[config.mk]
export PLATFORM = sky130hd
export DESIGN_NAME = arcade_input_arbiter
export DESIGN_NICKNAME = d
export VERILOG_FILES = /design/src/rtl/arcade_input_arbiter.sv
export SDC_FILE = /design/constraint.sdc
export NUM_CORES = 1
export LEC_CHECK = 0
export ABC_AREA = 1
export CAP_MARGIN = 15
export CORE_UTILIZATION = 58
export CTS_BUF_LIST = sky130_fd_sc_hd__clkbuf_8
export DETAILED_ROUTE_END_ITERATION = 8
export PLACE_DENSITY = 0.8
export SLEW_MARGIN = 10
export SYNTH_ARGS = -nofsm -noshare
export SYNTH_HDL_FRONTEND = slang
export SYNTH_SLANG_ARGS = --single-unit
[constraint.sdc]
create_clock -name clk_sys -period 2.4 [get_ports clk_sys]
set_input_delay 0.6 -clock clk_sys [delete_from_list [all_inputs] [get_ports clk_sys]]
set_output_delay 0.6 -clock clk_sys [all_outputs]
set_load 0.02 [all_outputs]
[src/rtl/arcade_input_arbiter.sv]
// Shares one arcade control set between two Pocket pads: activity-based ownership with idle
// release and Start handover, plus Select-to-coin pulse shaping for each player.
module arcade_input_arbiter #(
    parameter int unsigned TIMEOUT_CYCLES = 1048576,
    parameter int unsigned COIN_PULSE     = 65536,
    parameter int unsigned CW             = 21
) (
    input  logic        clk_sys,
    input  logic        reset_n,
    input  logic [15:0] p1_keys,
    input  logic [15:0] p2_keys,
    input  logic        lock,
    output logic [11:0] m_ctrl,
    output logic        m_start1,
    output logic        m_start2,
    output logic        m_coin1,
    output logic        m_coin2,
    output logic [1:0]  owner,
    output logic        owner_chg
);

    // State encoding doubles as the owner code driven on the owner port.
    localparam logic [1:0] StIdle  = 2'b00;
    localparam logic [1:0] StOwnP1 = 2'b01;
    localparam logic [1:0] StOwnP2 = 2'b10;

    localparam logic [CW-1:0] IdleLast = CW'(TIMEOUT_CYCLES - 1);
    localparam logic [CW-1:0] CoinLast = CW'(COIN_PULSE - 1);

    // {btn8..btn1, right, left, down, up} with btn1..btn8 = y, b, a, x, l1, r1, l2, r2.
    function automatic logic [11:0] remap(input logic [15:0] k);
        return {k[11], k[10], k[9], k[8], k[6], k[4], k[5], k[7], k[3:0]};
    endfunction

    logic [1:0]    state_q, state_d;
    logic [1:0]    last_q, last_d;
    logic [CW-1:0] idle_cnt_q, idle_cnt_d;
    logic [CW-1:0] coin1_cnt_q, coin2_cnt_q;
    logic          se1_q, se2_q;

    logic act1, act2, st1_rise, st2_rise, se1_rise, se2_rise;
    logic req1, req2;
    logic own_act, other_st, self_st;
    logic [1:0] other;
    logic unused_keys;

    assign unused_keys = ^{p1_keys[13:12], p2_keys[13:12]};

    assign act1     = |p1_keys[11:0];
    assign act2     = |p2_keys[11:0];
    // m_startN is the registered start bit, so it also serves as the edge-detect history.
    assign st1_rise = p1_keys[15] & ~m_start1;
    assign st2_rise = p2_keys[15] & ~m_start2;
    assign se1_rise = p1_keys[14] & ~se1_q;
    assign se2_rise = p2_keys[14] & ~se2_q;
    assign req1     = act1 | st1_rise;
    assign req2     = act2 | st2_rise;

    assign own_act  = (state_q == StOwnP1) ? act1 : act2;
    assign other_st = (state_q == StOwnP1) ? st2_rise : st1_rise;
    assign self_st  = (state_q == StOwnP1) ? st1_rise : st2_rise;
    assign other    = (state_q == StOwnP1) ? StOwnP2 : StOwnP1;

    assign owner = state_q;

    always_comb begin
        state_d    = state_q;
        last_d     = last_q;
        idle_cnt_d = idle_cnt_q;
        case (state_q)
            StIdle: begin
                idle_cnt_d = '0;
                if (req1 && req2) begin
                    state_d = (last_q == StOwnP1) ? StOwnP2 : StOwnP1;
                end else if (req1) begin
                    state_d = StOwnP1;
                end else if (req2) begin
                    state_d = StOwnP2;
                end
            end
            StOwnP1, StOwnP2: begin
                if (!lock && other_st && !self_st) begin
                    state_d    = other;
                    last_d     = state_q;
                    idle_cnt_d = '0;
                end else if (own_act || lock) begin
                    idle_cnt_d = '0;
                end else if (idle_cnt_q == IdleLast) begin
                    state_d    = StIdle;
                    last_d     = state_q;
                    idle_cnt_d = '0;
                end else begin
                    idle_cnt_d = idle_cnt_q + 1'b1;
                end
            end
            default: begin
                state_d    = StIdle;
                idle_cnt_d = '0;
            end
        endcase
    end

    always_ff @(posedge clk_sys or negedge reset_n) begin
        if (!reset_n) begin
            state_q    <= StIdle;
            last_q     <= StOwnP2;
            idle_cnt_q <= '0;
            owner_chg  <= 1'b0;
            m_ctrl     <= '0;
            m_start1   <= 1'b0;
            m_start2   <= 1'b0;
        end else begin
            state_q    <= state_d;
            last_q     <= last_d;
            idle_cnt_q <= idle_cnt_d;
            owner_chg  <= (state_d != state_q);
            m_start1   <= p1_keys[15];
            m_start2   <= p2_keys[15];
            if (state_d == StOwnP1) begin
                m_ctrl <= remap(p1_keys);
            end else if (state_d == StOwnP2) begin
                m_ctrl <= remap(p2_keys);
            end else begin
                m_ctrl <= '0;
            end
        end
    end

    // Coin pulses ignore ownership and lock; edges during an active pulse are dropped.
    always_ff @(posedge clk_sys or negedge reset_n) begin
        if (!reset_n) begin
            se1_q       <= 1'b0;
            se2_q       <= 1'b0;
            m_coin1     <= 1'b0;
            m_coin2     <= 1'b0;
            coin1_cnt_q <= '0;
            coin2_cnt_q <= '0;
        end else begin
            se1_q <= p1_keys[14];
            se2_q <= p2_keys[14];

            if (m_coin1) begin
                if (coin1_cnt_q == CoinLast) begin
                    m_coin1     <= 1'b0;
                    coin1_cnt_q <= '0;
                end else begin
                    coin1_cnt_q <= coin1_cnt_q + 1'b1;
                end
            end else if (se1_rise) begin
                m_coin1     <= 1'b1;
                coin1_cnt_q <= '0;
            end

            if (m_coin2) begin
                if (coin2_cnt_q == CoinLast) begin
                    m_coin2     <= 1'b0;
                    coin2_cnt_q <= '0;
                end else begin
                    coin2_cnt_q <= coin2_cnt_q + 1'b1;
                end
            end else if (se2_rise) begin
                m_coin2     <= 1'b1;
                coin2_cnt_q <= '0;
            end
        end
    end

endmodule

==> results of run 1 <==
## placed cells by master, fill, tap and decap left out, types with 3 or more instances in the layout
| cell | count |
|---|---|
| o31ai_1 | 4 |
| a21oi_2 | 3 |
| nor4_1 | 4 |
| buf_4 | 17 |
| nand4_1 | 19 |
| inv_2 | 5 |
| o22ai_1 | 21 |
| nand3_1 | 50 |
| o21ai_0 | 26 |
| xor2_1 | 24 |
| o21a_1 | 3 |
| inv_1 | 67 |
| nor3_2 | 3 |
| a21oi_1 | 11 |
| ha_1 | 6 |
| nand3_2 | 3 |
| a31oi_1 | 5 |
| nand2_1 | 86 |
| xnor2_1 | 5 |
| clkdlybuf4s50_1 | 48 |
| nor3_1 | 12 |
| nor2_1 | 48 |
| nand2_2 | 3 |
| clkbuf_8 | 11 |
| dfrtp_1 | 85 |
| nor2_2 | 10 |
## cell type report
cell class	instances	area share [%]
clock buffer	11	2.788
clock inverter	5	1.083
inverter	72	4.977
multi-input combinational	367	37.65
sequential	86	39.65
tap	99	2.281
timing repair buffer	66	11.57
## power by group
part | switching [mW] | internal [mW]
combinational | 0.731 | 0.507
sequential | 0.0629 | 1.58
clock | 0.543 | 0.538
total | 1.34 | 2.62
## per-layer routing
metal	GRT usage (%)	part of all wire [%]
met1	32.18	46
met2	40.78	49
met3	3.788	3.4
met4	10.75	1.9
met5	0	0
## worst reg2reg max path: cells and delay by family (launching register included)
kind | cells | cell delay [ns]
fa+ha+maj | 1 | 0.20
buf+inv | 1 | 0.15
compound gates | 3 | 0.53
simple gates | 5 | 0.63
flops | 1 | 0.40
## through the flow
step | worst slack, ns | cells | setup TNS (ns)
2_1_floorplan | 0.4706 | 537 | 0
3_3_place_gp | -0.07635 | 690 | -0.9919
3_5_place_dp | -0.09159 | 690 | -1.492
4_1_cts | 0.2639 | 706 | 0
5_1_grt | 0.06369 | 706 | 0
6_report | 0.2534 | 706 | 0
## worst paths after layout
path                                            start                     endpoint  slack, ns
hold reg to reg               idle_cnt_q[0]$_DFF_PN0_      idle_cnt_q[0]$_DFF_PN0_       0.46
max in group asynchronous                     reset_n           m_start1$_DFF_PN0_       1.60
hold / removal                                reset_n   coin2_cnt_q[6]$_DFFE_PN0P_       0.18
setup reg to reg           coin1_cnt_q[0]$_DFFE_PN0P_  coin1_cnt_q[19]$_DFFE_PN0P_       0.37
setup / recovery                           p1_keys[1]          m_ctrl[2]$_DFF_PN0_       0.25
min in group clk_sys          idle_cnt_q[0]$_DFF_PN0_      idle_cnt_q[0]$_DFF_PN0_       0.46
## sequential cells by signal, summed over array words and instances (netlist names)
name,flops
m_coin2,1
idle_cnt_q,21
m_start1,1
se1_q,1
last_q,2
coin2_cnt_q,21
m_start2,1
owner,2
se2_q,1
m_ctrl,12
m_coin1,1
coin1_cnt_q,21
owner_chg,1
## logic make-up after synthesis
kind of cell	after synthesis
DFF	86
and+or+nand+nor	250
AOI/OAI and AO/OA	82
buffers and inverters	84
adders and majority gates	6
xor gates and xnor gates	29
==> flow_summary.ini, run 1 <==
[logic_synthesis]
synth_area_per_cell_um2 = 8.458
synth_nets = 578
yosysTopAreaCell = dfrtp_1
yosysMostFrequentCell = nand2_1
synth_compound_area_share_pct = 11.18
muxShareOfSynthArea_pct = 0
yosysUniqueCellTypes = 45
synth_top_cell_area_share_pct = 46.83
synth_adder_area_share_pct = 1.653
yosysWarnings = 0
synth_top_family_by_area = simple AND/OR/NAND/NOR gates
synthTopCellsByCount = nand2_1 (86), dfrtp_1 (85), inv_1 (66)
netlist_area_um2 = 4542
syn_inst = 537
synth_flop_cell = dfrtp_1
ys_seq_area_share_pct = 47.41
synthSimpleGateAreaFrac_pct = 26.58
synth_xor_area_share_pct = 5.592
synth_edf_count = 0
synth-seq-cells = 86
async_flop_share_pct = 100.0
synth.area.top_cells = dfrtp_1 (47%), nand2_1 (7.1%), nand3_1 (5.5%)

[detailed_routing]
vias = 3839
ant_nets = 0
drc = 0
viasPerCell = 5.438
avgRoutedWirePerCell_um = 13.16
first_iter_violations = 163
routed_wl_um = 9292
dr.pass1.iters = 5

[timing]
max_slew_margin_pct = 56.10
finalSetupViolCount = 0
tightest_slew_ns = 0.6525
clock.fmax_mhz = 465.9
period_share_pct = 89.44
clock_skew_ns = 0.01265
maxSlewViolCount = 0
rsz0062_at_grt = no
final-hold-violation-count = 0
fin_crit_ns = 2.147
whs_ns = 0.1796

[layout]
design_area_um2 = 5430
finish.utilization_pct = 73.30
multi_input_area_um2 = 2044
synthToLayoutAreaGrowth_pct = 19.56
n_antenna_cell = 0
nNetsFinal = 643
drive_above_1_share_pct = 11.53
ff_latch_area_um2 = 2153
fill_cells = 558

[clocking]
clk_pin_slew_worst_paths_ns = 0.09
clk_latency_ns = 0.36
numCtsBuffers = 9
cts_sinks = 86
h-tree-depth = 3
ctsResizeCount = 0
postCtsSetupRepairBufs = 0
cts_tree = done
cts_hold_buf = 0
cts_root_buffer = clkbuf_8
cts_buffer_depth = 2

[floorplan]
io_pins = 54
start_util_pct = 61.31
die_h_um = 90.49
rows = 31
core_um2 = 7408
chipWidth_um = 90.49
dieArea_um2 = 8188

[worst_hold_path]
hp-class = in -> async

[power]
vdd_drop_max_mv = 0.7906
finalPower_mw = 3.961
p_leak_nw = 2.362
p_per_area_nw_per_um2 = 729.5

[place]
dp_hpwl_um = 6576
place_area_um2 = 5220
io_buffers = 49
gp_congestion = 0.8620

[grt]
antenna_found_initial = 0
grt-ovfl-total = 0
grt_usage_pct = 24.66
grt_pass1_wl_um = 16400
grt_pass1_vias = 3747
grt_max_degree = 37

[setup_path]
crit_chain = clkdlybuf4s50_1 > or2_1 > nor2_1 > nand2_1 > a21oi_2 > nand3_1 > nand2_1 > nand2_1 > nand2_1 > nand2_2 > nand2_4 > buf_4 > nand4_1 > nand2_1
end_kind = flip-flop
critPathSlowestCell = clkdlybuf4s50_1
cp_num_buf_inv = 2
cpLargestDelayFamily = simple AND/OR/NAND/NOR gates
crit_cells = 14
crit_path_frequent_cell = nand2_1
rr_worst_depth = 10
setup.worst_path.class = in -> reg
arrival_ns = 2.44
worstPathRequired_ns = 2.70
critPathMaxStageDelay_ns = 0.42
critPathMaxFanout = 8
start_kind = input port

[job]
cap_violations = 0

[outcome]
status = finished clean
Note: power is estimated with default switching activity, not from simulation.
==> inputs of run 2 (changes only) <==
- CORE_UTILIZATION: 58 -> 65
- DONT_BUFFER_PORTS: not set -> 1
- PLACE_DENSITY: 0.8 -> 0.79
- TNS_END_PERCENT: not set -> 1
==> flow_summary.ini, run 2 (synthesis results as in run 1) <==
[setup_path]
worstPathRequired_ns = 2.70
arrival_ns = 2.41
end_kind = flip-flop
crit_chain = ha_1 > nand3_2 > nor2_2 > nand4_2 > nor2_2 > nand3_1 > nand3_1 > nand2_1 > nand2_1 > nand2_2 > inv_2 > nand3_1 > nand2_1
critPathMaxFanout = 15
setup.worst_path.class = reg -> reg
start_kind = flip-flop
critPathMaxStageDelay_ns = 0.37
critPathSlowestCell = dfrtp_1

[timing]
rsz0062_at_grt = no
final-hold-violation-count = 85
period_share_pct = 87.94
max_slew_margin_pct = 50.56
clock_skew_ns = 0.01169
tightest_slew_ns = 0.7348
tns_ns = 0
maxSlewViolCount = 0
fin_crit_ns = 2.111
clock.fmax_mhz = 473.8
whs_ns = -0.08245
finalSetupViolCount = 0

[detailed_routing]
routed_wl_um = 9022
ant_nets = 0
drc = 0
first_iter_violations = 294
vias = 3678
viasPerCell = 5.866
dr.pass1.iters = 4
avgRoutedWirePerCell_um = 14.39

[floorplan]
die_h_um = 85.59
core_um2 = 6756
dieArea_um2 = 7326
start_util_pct = 67.22
io_pins = 54
chipWidth_um = 85.59
rows = 30

[layout]
reg.largest.list = coin1_cnt_q: 21 flops, coin2_cnt_q: 21 flops, idle_cnt_q: 21 flops
synthToLayoutAreaGrowth_pct = 6.446
drive_above_1_share_pct = 10.79
nNetsFinal = 583
n_antenna_cell = 0
fill_cells = 532
design_area_um2 = 4835
final_cell_mix = nand2_1 (86), dfrtp_1 (85), inv_1 (66), nand3_1 (50), nor2_1 (48)
layout_commonest_cell = nand2_1

[power]
p_leak_nw = 2.117
vdd_drop_max_mv = 0.6377
p_per_area_nw_per_um2 = 750.5

[clocking]
cts_root_buffer = clkbuf_8
cts_buffer_depth = 2
cts_sinks = 86
numCtsBuffers = 9
clk_latency_ns = 0.37
ctsResizeCount = 0
clk_pin_slew_worst_paths_ns = 0.09
postCtsSetupRepairBufs = 0
h-tree-depth = 3
cts_tree = done

[worst_hold_path]
hp-class = in -> async

[outcome]
status = complete, but fails checks
violations = negative hold slack

[grt]
grt_max_degree = 87
grt-ovfl-total = 0
grt_pass1_wl_um = 15700
grt_pass1_vias = 3595
grt_usage_pct = 27.16
antenna_found_initial = 0

[place]
io_buffers = 0
gp_congestion = 0.8572
dp_hpwl_um = 6089
place_area_um2 = 4613

[job]
cap_violations = 0
[run 2: cell types whose count changed in the layout (fill, tap and decap cells not counted)]
cell             delta
inv_6               +1
clkbuf_8            -2
clkinv_4            -1
clkinv_2            +1
buf_12              -1
bufinv_16           +1
clkinvlp_4          +1
clkdlybuf4s50_1    -48
inv_1               -1
buf_4              -11
[run 2: power by group]
group,total (mW),internal (mW),switching [mW]
clock network,1.13,0.589,0.540
logic,0.755,0.227,0.529
registers,1.74,1.58,0.164
total,3.63,2.40,1.23
[run 2: final cells by class]
cell class	instances	area, um2	share of cell area [%]
sequential	86	2153	44.54
timing repair buffer	6	45.04	0.9317
clock inverter	7	97.59	2.019
tap	80	100.1	2.070
multi-input combinational	367	2044	42.29
clock buffer	9	123.9	2.562
inverter	72	270.3	5.590
[run 2: layer usage]
metal | routed length [um] | share of wire (%) | GRT usage, % | up-vias
met5 | 0 | 0 | 0 | -
met4 | 135 | 1.5 | 10.61 | 0
met3 | 399 | 4.4 | 6.256 | 12
met2 | 4426 | 49 | 43.56 | 86
met1 | 4062 | 45 | 36.14 | 1774
li1 | - | - | - | 1806
[run 2: metrics by stage]
stage                     cells  hold WS (ns)  util [%]  total power [mW]  worst slack, ns
after floorplan             537        0.3044         -             2.443           0.4706
after global placement      611        0.3068     68.28             2.505           0.2524
after detailed placement    611        0.3066     68.28             2.525           0.2444
after CTS                   627      -0.09384     71.56             3.653           0.2856
after global routing        627       -0.1033     71.56             3.844          0.04487
final                       627      -0.08245     71.56             3.628           0.2895
[run 2: path summary, 6_finish.rpt]
path	cells after the start	from	to	slack, ns
worst max register to register	13	idle_cnt_q[0]$_DFF_PN0_	m_ctrl[9]$_DFF_PN0_	0.29
worst min register to register	1	idle_cnt_q[0]$_DFF_PN0_	idle_cnt_q[0]$_DFF_PN0_	0.45
worst min-delay path	0	reset_n	coin1_cnt_q[9]$_DFFE_PN0P_	-0.08
min in group clk_sys	0	p2_keys[14]	se2_q$_DFF_PN0_	0.26
worst max-delay path	13	idle_cnt_q[0]$_DFF_PN0_	m_ctrl[9]$_DFF_PN0_	0.29
max in group asynchronous	0	reset_n	last_q[1]$_DFFE_PN1P_	2.27
[run 2: critical path: cells and delay by family (launching register included)]
kind | cells | cell delay [ns]
adder cells (fa/ha/maj) | 1 | 0.21
flip-flops | 1 | 0.37
buffers and inverters | 1 | 0.24
AND/OR/NAND/NOR | 11 | 1.24
